$ cat src/rtl/dm_access_if.sv
// Pipeline/memory bundle for the MEM-stage access unit.
// The master side is the surrounding pipeline plus data memory.
interface dm_access_if;
  logic        req_valid;
  logic [2:0]  req_op;
  logic [31:0] req_addr;
  logic [31:0] req_wdata;
  logic [31:0] req_pcadd4;
  logic        busy;
  logic        resp_valid;
  logic [31:0] resp_rdata;
  logic        resp_err;
  logic [31:0] mem_addr;
  logic [31:0] mem_wdata;
  logic        mem_we;
  logic [31:0] mem_pcadd4;
  logic [31:0] mem_rdata;

  modport master (
    output req_valid, req_op, req_addr, req_wdata, req_pcadd4,
    output mem_rdata,
    input  busy, resp_valid, resp_rdata, resp_err,
    input  mem_addr, mem_wdata, mem_we, mem_pcadd4
  );

  modport slave (
    input  req_valid, req_op, req_addr, req_wdata, req_pcadd4,
    input  mem_rdata,
    output busy, resp_valid, resp_rdata, resp_err,
    output mem_addr, mem_wdata, mem_we, mem_pcadd4
  );
endinterface

$ cat src/rtl/dm_access_unit.sv
// MEM-stage load/store initiator over a word-only data memory.
// Sub-word stores are done as read-modify-write.
module dm_access_unit #(
  parameter bit MISALIGN_TRAP = 1'b1
) (
  input logic      clk,
  input logic      reset,
  dm_access_if.slave bus
);
  typedef enum logic [1:0] {
    IDLE, RD, WR, RSP
  } state_e;

  localparam logic [2:0] OP_LW  = 3'd0;
  localparam logic [2:0] OP_LB  = 3'd1;
  localparam logic [2:0] OP_LBU = 3'd2;
  localparam logic [2:0] OP_LH  = 3'd3;
  localparam logic [2:0] OP_LHU = 3'd4;
  localparam logic [2:0] OP_SW  = 3'd5;
  localparam logic [2:0] OP_SB  = 3'd6;
  localparam logic [2:0] OP_SH  = 3'd7;

  state_e      state_q, state_d;
  logic [2:0]  op_q, op_d;
  logic [31:0] addr_q, addr_d;
  logic [31:0] wdata_q, wdata_d;
  logic [31:0] pc_q, pc_d;
  logic [31:0] rdata_q, rdata_d;
  logic        err_q, err_d;

  logic        is_half, is_word, misal, trap;
  logic [31:0] ea;
  logic [4:0]  bsh, hsh;
  logic [31:0] mask, lane, merged, ld;
  logic [7:0]  rb;
  logic [15:0] rh;

  // Request classification and alignment fix-up
  always_comb begin
    is_half = (bus.req_op == OP_LH) || (bus.req_op == OP_LHU)
           || (bus.req_op == OP_SH);
    is_word = (bus.req_op == OP_LW) || (bus.req_op == OP_SW);
    misal   = (is_half && bus.req_addr[0])
           || (is_word && (bus.req_addr[1:0] != 2'b00));
    trap    = MISALIGN_TRAP && misal;
    ea      = bus.req_addr;
    if (!MISALIGN_TRAP) begin
      if (is_half) ea[0] = 1'b0;
      if (is_word) ea[1:0] = 2'b00;
    end
  end

  // Lane extraction and merge on the word read in RD
  always_comb begin
    bsh    = {addr_q[1:0], 3'b000};
    hsh    = {addr_q[1], 4'b0000};
    rb     = 8'(bus.mem_rdata >> bsh);
    rh     = 16'(bus.mem_rdata >> hsh);
    mask   = (op_q == OP_SB) ? (32'h0000_00ff << bsh)
                             : (32'h0000_ffff << hsh);
    lane   = (op_q == OP_SB) ? (wdata_q << bsh) : (wdata_q << hsh);
    merged = (bus.mem_rdata & ~mask) | (lane & mask);
    unique case (op_q)
      OP_LB:   ld = {{24{rb[7]}}, rb};
      OP_LBU:  ld = {24'h0, rb};
      OP_LH:   ld = {{16{rh[15]}}, rh};
      OP_LHU:  ld = {16'h0, rh};
      default: ld = bus.mem_rdata;
    endcase
  end

  always_comb begin
    state_d = state_q;
    op_d    = op_q;
    addr_d  = addr_q;
    wdata_d = wdata_q;
    pc_d    = pc_q;
    rdata_d = rdata_q;
    err_d   = err_q;
    unique case (state_q)
      IDLE: begin
        if (bus.req_valid) begin
          op_d    = bus.req_op;
          addr_d  = ea;
          wdata_d = bus.req_wdata;
          pc_d    = bus.req_pcadd4;
          rdata_d = 32'h0;
          err_d   = trap;
          if (trap)                     state_d = RSP;
          else if (bus.req_op == OP_SW) state_d = WR;
          else                          state_d = RD;
        end
      end
      RD: begin
        if (op_q == OP_SB || op_q == OP_SH) begin
          wdata_d = merged;
          state_d = WR;
        end else begin
          rdata_d = ld;
          state_d = RSP;
        end
      end
      WR:      state_d = RSP;
      RSP:     state_d = IDLE;
      default: state_d = IDLE;
    endcase
  end

  always_ff @(posedge clk) begin
    if (reset) begin
      state_q <= IDLE;
      op_q    <= 3'd0;
      addr_q  <= 32'h0;
      wdata_q <= 32'h0;
      pc_q    <= 32'h0;
      rdata_q <= 32'h0;
      err_q   <= 1'b0;
    end else begin
      state_q <= state_d;
      op_q    <= op_d;
      addr_q  <= addr_d;
      wdata_q <= wdata_d;
      pc_q    <= pc_d;
      rdata_q <= rdata_d;
      err_q   <= err_d;
    end
  end

  always_comb begin
    bus.busy       = (state_q != IDLE);
    bus.resp_valid = (state_q == RSP);
    bus.resp_rdata = bus.resp_valid ? rdata_q : 32'h0;
    bus.resp_err   = bus.resp_valid && err_q;
    bus.mem_we     = (state_q == WR);
    bus.mem_wdata  = bus.mem_we ? wdata_q : 32'h0;
    bus.mem_addr   = bus.busy ? {addr_q[31:2], 2'b00} : 32'h0;
    bus.mem_pcadd4 = bus.busy ? pc_q : 32'h0;
  end
endmodule

$ cat src/flat_wrapper.sv
// flat-port wrapper written by rule: the top's interface ports become plain ports
module dm_access_unit_flat 
#(
  parameter bit MISALIGN_TRAP = 1'b1
)
  (clk, reset, bus_req_valid, bus_req_op, bus_req_addr, bus_req_wdata, bus_req_pcadd4, bus_mem_rdata, bus_busy, bus_resp_valid, bus_resp_rdata, bus_resp_err, bus_mem_addr, bus_mem_wdata, bus_mem_we, bus_mem_pcadd4);
  dm_access_if bus_i ();
  input logic clk;
  input logic reset;
  input wire logic [$bits(bus_i.req_valid)-1:0] bus_req_valid;
  input wire logic [$bits(bus_i.req_op)-1:0] bus_req_op;
  input wire logic [$bits(bus_i.req_addr)-1:0] bus_req_addr;
  input wire logic [$bits(bus_i.req_wdata)-1:0] bus_req_wdata;
  input wire logic [$bits(bus_i.req_pcadd4)-1:0] bus_req_pcadd4;
  input wire logic [$bits(bus_i.mem_rdata)-1:0] bus_mem_rdata;
  output wire logic [$bits(bus_i.busy)-1:0] bus_busy;
  output wire logic [$bits(bus_i.resp_valid)-1:0] bus_resp_valid;
  output wire logic [$bits(bus_i.resp_rdata)-1:0] bus_resp_rdata;
  output wire logic [$bits(bus_i.resp_err)-1:0] bus_resp_err;
  output wire logic [$bits(bus_i.mem_addr)-1:0] bus_mem_addr;
  output wire logic [$bits(bus_i.mem_wdata)-1:0] bus_mem_wdata;
  output wire logic [$bits(bus_i.mem_we)-1:0] bus_mem_we;
  output wire logic [$bits(bus_i.mem_pcadd4)-1:0] bus_mem_pcadd4;
  assign bus_i.req_valid = bus_req_valid;
  assign bus_i.req_op = bus_req_op;
  assign bus_i.req_addr = bus_req_addr;
  assign bus_i.req_wdata = bus_req_wdata;
  assign bus_i.req_pcadd4 = bus_req_pcadd4;
  assign bus_i.mem_rdata = bus_mem_rdata;
  assign bus_busy = bus_i.busy;
  assign bus_resp_valid = bus_i.resp_valid;
  assign bus_resp_rdata = bus_i.resp_rdata;
  assign bus_resp_err = bus_i.resp_err;
  assign bus_mem_addr = bus_i.mem_addr;
  assign bus_mem_wdata = bus_i.mem_wdata;
  assign bus_mem_we = bus_i.mem_we;
  assign bus_mem_pcadd4 = bus_i.mem_pcadd4;
  dm_access_unit #(.MISALIGN_TRAP(MISALIGN_TRAP)) u_core (.clk(clk), .reset(reset), .bus(bus_i));
endmodule
$ cat config.mk
export PLATFORM = sky130hd
export DESIGN_NAME = dm_access_unit_flat
export DESIGN_NICKNAME = d
export VERILOG_FILES = /design/src/rtl/dm_access_if.sv /design/src/rtl/dm_access_unit.sv /design/src/flat_wrapper.sv
export SDC_FILE = /design/constraint.sdc
export NUM_CORES = 1
export LEC_CHECK = 0
export CAP_MARGIN = 20
export CORE_UTILIZATION = 35
export CTS_CLUSTER_DIAMETER = 50
export CTS_CLUSTER_SIZE = 28
export DETAILED_ROUTE_END_ITERATION = 7
export MAX_ROUTING_LAYER = met4
export PLACE_DENSITY = 0.66
export SYNTH_ARGS = -nofsm -noshare
export SYNTH_HDL_FRONTEND = slang
export SYNTH_SLANG_ARGS = --single-unit
$ cat constraint.sdc
create_clock -name clk -period 2.33 [get_ports clk]
set_input_delay 0.466 -clock clk [delete_from_list [all_inputs] [get_ports clk]]
set_output_delay 0.466 -clock clk [all_outputs]
set_load 0.05 [all_outputs]
======== Word-level counts from Yosys, hierarchy flattened ========
Index checks and enable logic that the tools add are counted.
word-level totals
  register bits ........................... 134
  bits in latches ......................... 0
  RAM bits ................................ 0
  bits in read-only memories .............. 0
  input port bits ......................... 134
  output and inout bits ................... 132
  word-level logic and storage cells ...... 67
  memories kept ........................... 0
operators by class
  add/subtract/negate cells ............... 0
  $mul .................................... 0
  divide/modulo/power cells ............... 0
  magnitude comparators ................... 0
  eq/ne operators ......................... 16
  shifts and indexed selects .............. 6
  multiplexer cells ....................... 18
  bitwise operators ....................... 4
  reductions and logical operators ........ 16
operators with widths
  cell                     count
  $mux W32                 10
  $pmux W32 S2             2
  $pmux W32 S4             1
  $and A32 B32 Y32         2
  $shl A32 B5 Y32          2
  $not A32 Y32             1
  $or A32 B32 Y32          1
  $shl A16 B5 Y32 const A  1
  $shl A8 B5 Y32 const A   1
  $shr A32 B5 Y16          1
  $shr A32 B5 Y8           1
  $eq A3 B3 Y1 const B     6
  $eq A3 B2 Y1 const B     3
  $pmux W2 S4              1
  $mux W2                  3
  $reduce_and A3 Y1        2
  $reduce_bool A2 Y1       3
  $logic_or A1 B1 Y1       5
  $eq A2 B2 Y1 const B     2
  $ne A2 B2 Y1 const B     2
  $eq A3 B1 Y1 const B     1
  $logic_and A1 B1 Y1      3
  $logic_not A3 Y1         1
  $eq A2 B1 Y1 const B     1
  4 further kinds          4

======== Logic depth before layout (Yosys ltp) ========
Gate-level depths: netlist (run 1).
  depth in word-level cells ............... 8
  mapped depth ............................ 9

======== Worst setup path before layout (run 1) ========
OpenSTA, ideal clock, no wires.
  path type ............................... register to output
  start point ............................. reg u_core.state_q[0]
  end point ............................... out bus_mem_addr[10]
  arrival ................................. 1.743 ns
  path slack .............................. 0.121 ns
  cell stages (with the launch flop) ...... 6
  path buffers ............................ 2
  path through ............................ dfxtp_1 inv_1 ha_1 buf_2 clkbuf_1 nor2b_1
between the ends
  cells in the longest elaborated chain, start to end .. 2
ends and longest elaborated chain
  element                 RTL line               RTL
  start, declared         dm_access_unit.sv:23   state_e state_q, state_d;
  start signal, assigned  dm_access_unit.sv:119  state_q <= state_d;
  $reduce_bool A2 Y1      dm_access_unit.sv:130  bus.busy = (state_q != IDLE);
  $mux W32                dm_access_unit.sv:136  bus.mem_addr = bus.busy ? {addr_q[31:2], 2'b00} : 32'h0;
  end, declared           flat_wrapper.sv:20     output wire logic [$bits(bus_i.mem_addr)-1:0] bus_mem_addr;
No other way between the ends.

======== Worst setup path in the final report (run 1) ========
  start point ............................. reg u_core.state_q[0]
  end point ............................... out bus_mem_wdata[31]
between the ends
  cells in the longest elaborated chain, start to end .. 2
ends and longest elaborated chain
  element        RTL line               RTL
  $eq A2 B2 Y1   dm_access_unit.sv:134  bus.mem_we = (state_q == WR);
  $mux W32       dm_access_unit.sv:135  bus.mem_wdata = bus.mem_we ? wdata_q : 32'h0;
  end, declared  flat_wrapper.sv:21     output wire logic [$bits(bus_i.mem_wdata)-1:0] bus_mem_wdata;
No other way between the ends.

==> results_dict.tcl, run 1 <==
set metrics [dict create \
    crit_arrival_ps 1760 \
    cts_sinks 134 \
    clockBufferDepth 2 \
    synth_area_leaders "dfxtp_1, nand2_1, a21oi_1" \
    via_count 7260 \
    start_util 0.362 \
    yosys_warnings 0 \
    post-route-period-util 0.956 \
    post-route-min-period_ps 2230 \
    max_freq_mhz 449 \
    ys_seq_area_frac 0.375 \
    grt_max_degree 79 \
    drcViolationCount 0 \
    critPathRequiredTime_ps 1860 \
    synth_area_per_cell_um2 7.87 \
    die_h_um 145 \
    seqCellArea_um2 2680 \
    synth-async-reset-ratio 0 \
    syn_to_final_growth_pct 60.0 \
    antenna_found_initial 0 \
    post-cts-setup-buffers 0 \
    synth-seq-cells 134 \
    hold_viol 0 \
    finClkSkew_ps 7.19 \
    num_rows 51 \
    slew_headroom 0.428 \
    synth_area_um2 7150 \
    yosysUniqueCellTypes 52 \
    n_fill_cell 1777 \
    htreeDepth 4 \
    cts_made_buffers 17 \
    drt_iter0_drc 589 \
    post-synth-top-area-cell "dfxtp_1" \
    worstSetupStartpointType "flip-flop" \
    grt_pass1_wl_mm 35.9 \
    cts_root_buffer "clkbuf_16" \
    dp_hpwl_mm 17.2 \
    port_buffers 263 \
    cts_tree "built" \
    cts-resized-gates 0 \
    setup_tns_ps 0 \
    avgRoutedWirePerCell_um 16.7 \
    coreArea_um2 19700 \
    wirelength_mm 23.9 \
    die_area_um2 21000 \
    synth.most_common_cell "nand2_1" \
    rsz0062_at_grt "no" \
    crit_path_max_fanout 34 \
    slew_viol_final 0 \
    end_kind "output port" \
    outcome "completed" \
    clk_pin_slew_worst_paths_ps 60 \
    ioPinCount 266 \
    p_leak_nw 4.34 \
    syn_inst 908 \
    synth_top_area_frac 0.375 \
    hp-class "input port to flip-flop" \
    drtAntennaViolNets 0 \
    drive_gt1_frac 0.209 \
    gp_congestion 0.833 \
    holdWs_ps 434 \
    critPathKind "flip-flop to output port" \
    netlist_top_cells_count "nand2_1, dfxtp_1, a21oi_1" \
    p_per_area_nw_per_um2 1060 \
    finalSetupViolCount 0 \
    fp.dieW_um 145 \
    cts-hold-fix-buffers 0 \
    finalNetCount 1287 \
    synth_edf_count 0 \
    maxCapViolations 0 \
    viasPerCell 5.09 \
    grt_pass1_vias 6617 \
    insertion_delay_ps 420 \
    ys.flop_type "dfxtp_1" \
    grt_usage 0.230 \
    firstDrtPassIters 5 \
    multi_input_area_um2 4070 \
    gr-total-overflow 0 \
    peakVddDrop_mv 0.689 \
    worst_slew_pin_slew_ps 858 \
]
-- critical path, cell delays in order (launching register included) --
cell	delay, ps
dfxtp_1	330
inv_1	140
ha_1	170
buf_4	310
and2_1	240
buf_12	150
-- final timing paths --
path,from,end,slack [ps],depth (start not counted)
worst max-delay path,u_core.state_q[0]$_SDFFE_PP0P_,bus_mem_wdata[31],100,5
worst max register to register,u_core.state_q[1]$_SDFFE_PP0P_,u_core.rdata_q[31]$_SDFFE_PP0P_,250,6
worst min register to register,u_core.rdata_q[27]$_SDFFE_PP0P_,u_core.rdata_q[27]$_SDFFE_PP0P_,440,2
worst min-delay path,reset,u_core.rdata_q[17]$_SDFFE_PP0P_,430,2
-- placed cells by master, fill, tap and decap left out, types with 3 or more instances in the layout --
cell type	Yosys	layout
clkbuf_8	0	3
a22oi_1	22	22
a311oi_2	3	3
nand2b_1	18	18
clkinvlp_4	0	5
a21oi_2	11	11
buf_12	0	92
a31o_1	8	8
a311oi_1	13	13
inv_1	9	9
a211oi_1	9	9
a21oi_1	87	86
o21ai_0	19	19
o2bb2ai_1	8	8
mux2i_1	25	25
dfxtp_1	134	134
nor2_1	32	32
buf_4	5	74
clkdlybuf4s50_1	0	132
nand3_1	8	8
o21ai_1	19	19
ha_1	5	3
o21ai_2	10	10
o22ai_1	16	16
nor2b_1	65	65
clkbuf_16	0	17
nand2_1	198	197
and2_1	67	66
o211ai_1	17	17
-- layout make-up --
class | count | area share
inverter | 9 | 0.00296
clock buffer | 20 | 0.0408
multi-input combinational | 688 | 0.356
tap | 265 | 0.0290
antenna | 1 | 0.000219
sequential | 134 | 0.235
clock inverter | 11 | 0.0109
timing repair buffer | 298 | 0.325
-- per-layer routing --
layer / vias to the layer above / GRT usage / part of all wire
met5: - / - / 0
met4: 0 / 0.0809 / 0.019
met3: 36 / 0.0553 / 0.062
met2: 245 / 0.349 / 0.47
met1: 3403 / 0.296 / 0.45
li1: 3576 / - / -
-- cell families after synthesis --
| logic type | Yosys count | share of synthesized area |
|---|---|---|
| and+or+nand+nor | 398 | 0.270 |
| AOI/OAI and AO/OA | 252 | 0.242 |
| DFF | 134 | 0.375 |
| buffers and inverters | 87 | 0.0595 |
| muxes | 27 | 0.0387 |
| adders and majority gates | 6 | 0.0103 |
| xor gates and xnor gates | 3 | 0.00368 |
| other | 1 | 0.000525 |
-- where the power goes --
group / internal [mW] / switching, mW
clock: 1.65 / 1.05
sequential: 2.92 / 0.413
combinational: 2.38 / 3.68
-- per-stage QoR --
stage / instance area, µm² / total power [mW] / instances / utilization / setup slack [ps]
final: 11400 / 12.1 / 1426 / 0.580 / 103
after global routing: 11400 / 12.8 / 1425 / 0.580 / 12.8
after CTS: 11400 / 12.2 / 1425 / 0.580 / 83.2
after detailed placement: 10800 / 9.45 / 1394 / 0.550 / -59.7
after global placement: 10800 / 9.35 / 1394 / 0.550 / -26.6
after floorplan: 7150 / 7.21 / 909 / - / 121
No activity file was read; power rests on OpenSTA's default activity.
==> inputs of run 2 (changes only) <==
--- a/config.mk
+++ b/config.mk
@@ -8,8 +8,8 @@
 export CAP_MARGIN = 20
 export CORE_UTILIZATION = 35
 export CTS_CLUSTER_DIAMETER = 50
-export CTS_CLUSTER_SIZE = 28
 export DETAILED_ROUTE_END_ITERATION = 7
+export GPL_TIMING_DRIVEN = 0
 export MAX_ROUTING_LAYER = met4
 export PLACE_DENSITY = 0.66
 export SYNTH_ARGS = -nofsm -noshare
==> results_dict.tcl, run 2 (synthesis gave the netlist of run 1 again) <==
set metrics [dict create \
    port_buffers 263 \
    diodes 0 \
    slew_viol_final 0 \
    cts_made_buffers 17 \
    die_area_um2 21000 \
    holdWs_ps 446 \
    finalSetupViolCount 0 \
    firstDrtPassIters 5 \
    multi_input_area_um2 4170 \
    start_util 0.362 \
    p_leak_nw 4.24 \
    cts-resized-gates 723 \
    drcViolationCount 0 \
    crit_path_max_fanout 10 \
    syn_to_final_growth_pct 49.9 \
    outcome "completed" \
    hp-class "flip-flop to flip-flop" \
    drive_gt1_frac 0.244 \
    fp.dieW_um 145 \
    grt_pass1_wl_mm 37.9 \
    rr_worst_depth 8 \
    critPathRequiredTime_ps 1860 \
    post-route-period-util 0.965 \
    seqCellArea_um2 2680 \
    maxCapViolations 0 \
    viasPerCell 5.08 \
    avgRoutedWirePerCell_um 17.3 \
    post-route-min-period_ps 2250 \
    die_h_um 145 \
    drt_iter0_drc 504 \
    top_usage_layer "met2" \
    min_path_cells 2 \
    grt_max_degree 17 \
    clk_pin_slew_worst_paths_ps 60 \
    max_freq_mhz 445 \
    rsz0062_at_grt "yes" \
    final_common_cell "nand2_1" \
    antenna_found_initial 0 \
    cts_sinks 134 \
    cts_tree "built" \
    drtAntennaViolNets 0 \
    setup_tns_ps 0 \
    grt_usage 0.247 \
    cts-hold-fix-buffers 0 \
    layout_common_cells "nand2_1, dfxtp_1, clkdlybuf4s50_1, a21oi_1, and2_1" \
    dp_hpwl_mm 19.4 \
    worstSetupStartpointType "flip-flop" \
    slew_headroom 0.513 \
    hold_viol 0 \
    ioPinCount 266 \
    crit_arrival_ps 1780 \
    post-cts-setup-buffers 0 \
    use_met3 0.0431 \
    insertion_delay_ps 420 \
    cts_root_buffer "clkbuf_16" \
    coreArea_um2 19700 \
    finalNetCount 1330 \
    num_rows 51 \
    critPathKind "flip-flop to output port" \
    finClkSkew_ps 8.97 \
    gp_congestion 0.907 \
    met2_usage 0.378 \
    use_met1 0.329 \
    gr-total-overflow 0 \
    peakVddDrop_mv 0.525 \
    htreeDepth 4 \
    grt_pass1_vias 6855 \
    n_fill_cell 1891 \
    clockBufferDepth 2 \
    end_kind "output port" \
    wirelength_mm 25.4 \
    p_per_area_nw_per_um2 1150 \
    via_count 7461 \
    worst_slew_pin_slew_ps 726 \
]
## run 2: changes by cell type in the layout (fill, tap and decap cells not counted), moves of 3 or more
cell           change
clkbuf_1          +22
buf_12            -92
buf_1             +10
nor2b_1           -48
buf_4             -60
clkbuf_4          +20
buf_2             +62
clkinvlp_4         -3
dlygate4sd2_1      +5
clkbuf_2           +9
nor2b_2           +48
buf_6             +63
clkinv_4           +4
## run 2: metal layers
| layer | part of all wire | vias to the layer above |
|---|---|---|
| met5 | 0 | - |
| met4 | 0.018 | 0 |
| met3 | 0.066 | 31 |
| met2 | 0.46 | 268 |
| met1 | 0.45 | 3486 |
| li1 | - | 3676 |
## run 2: path summary, 6_finish.rpt
| path | startpoint | endpoint | slack, ps |
|---|---|---|---|
| hold reg to reg | u_core.rdata_q[5]$_SDFFE_PP0P_ | u_core.rdata_q[5]$_SDFFE_PP0P_ | 450 |
| setup reg to reg | u_core.state_q[1]$_SDFFE_PP0P_ | u_core.rdata_q[13]$_SDFFE_PP0P_ | 200 |
| setup / recovery | u_core.state_q[0]$_SDFFE_PP0P_ | bus_mem_wdata[24] | 80 |
| hold / removal | u_core.rdata_q[5]$_SDFFE_PP0P_ | u_core.rdata_q[5]$_SDFFE_PP0P_ | 450 |
## run 2: critical path, cell delays in order (launching register included)
cell	delay (ps)
dfxtp_1	330
inv_1	130
ha_2	290
clkbuf_4	240
and2_1	150
clkbuf_4	220
## run 2: power breakdown
part           internal (mW)  total [mW]  switching [mW]  leakage [nW]
clock network           1.80        2.91            1.10         0.301
logic                   2.15        6.03            3.89          2.84
registers               2.92        3.32           0.408          1.10
## run 2: cell type report
class,count,share of cell area
multi-input combinational,688,0.389
sequential,134,0.250
timing repair buffer,263,0.223
buffer,78,0.0438
clock buffer,18,0.0401
tap,265,0.0310
clock inverter,14,0.0188
inverter,9,0.00315
## run 2: stage by stage
step,power [mW],setup slack [ps],util,area (µm²),cells
finish,12.3,80.9,0.543,10700,1469
global route,13.0,-5.16,0.543,10700,1469
CTS,12.0,-15.9,0.535,10500,1469
detailed placement,9.05,-434,0.513,10100,1437
global placement,9.00,-484,0.513,10100,1437
floorplan,7.21,121,-,7150,909
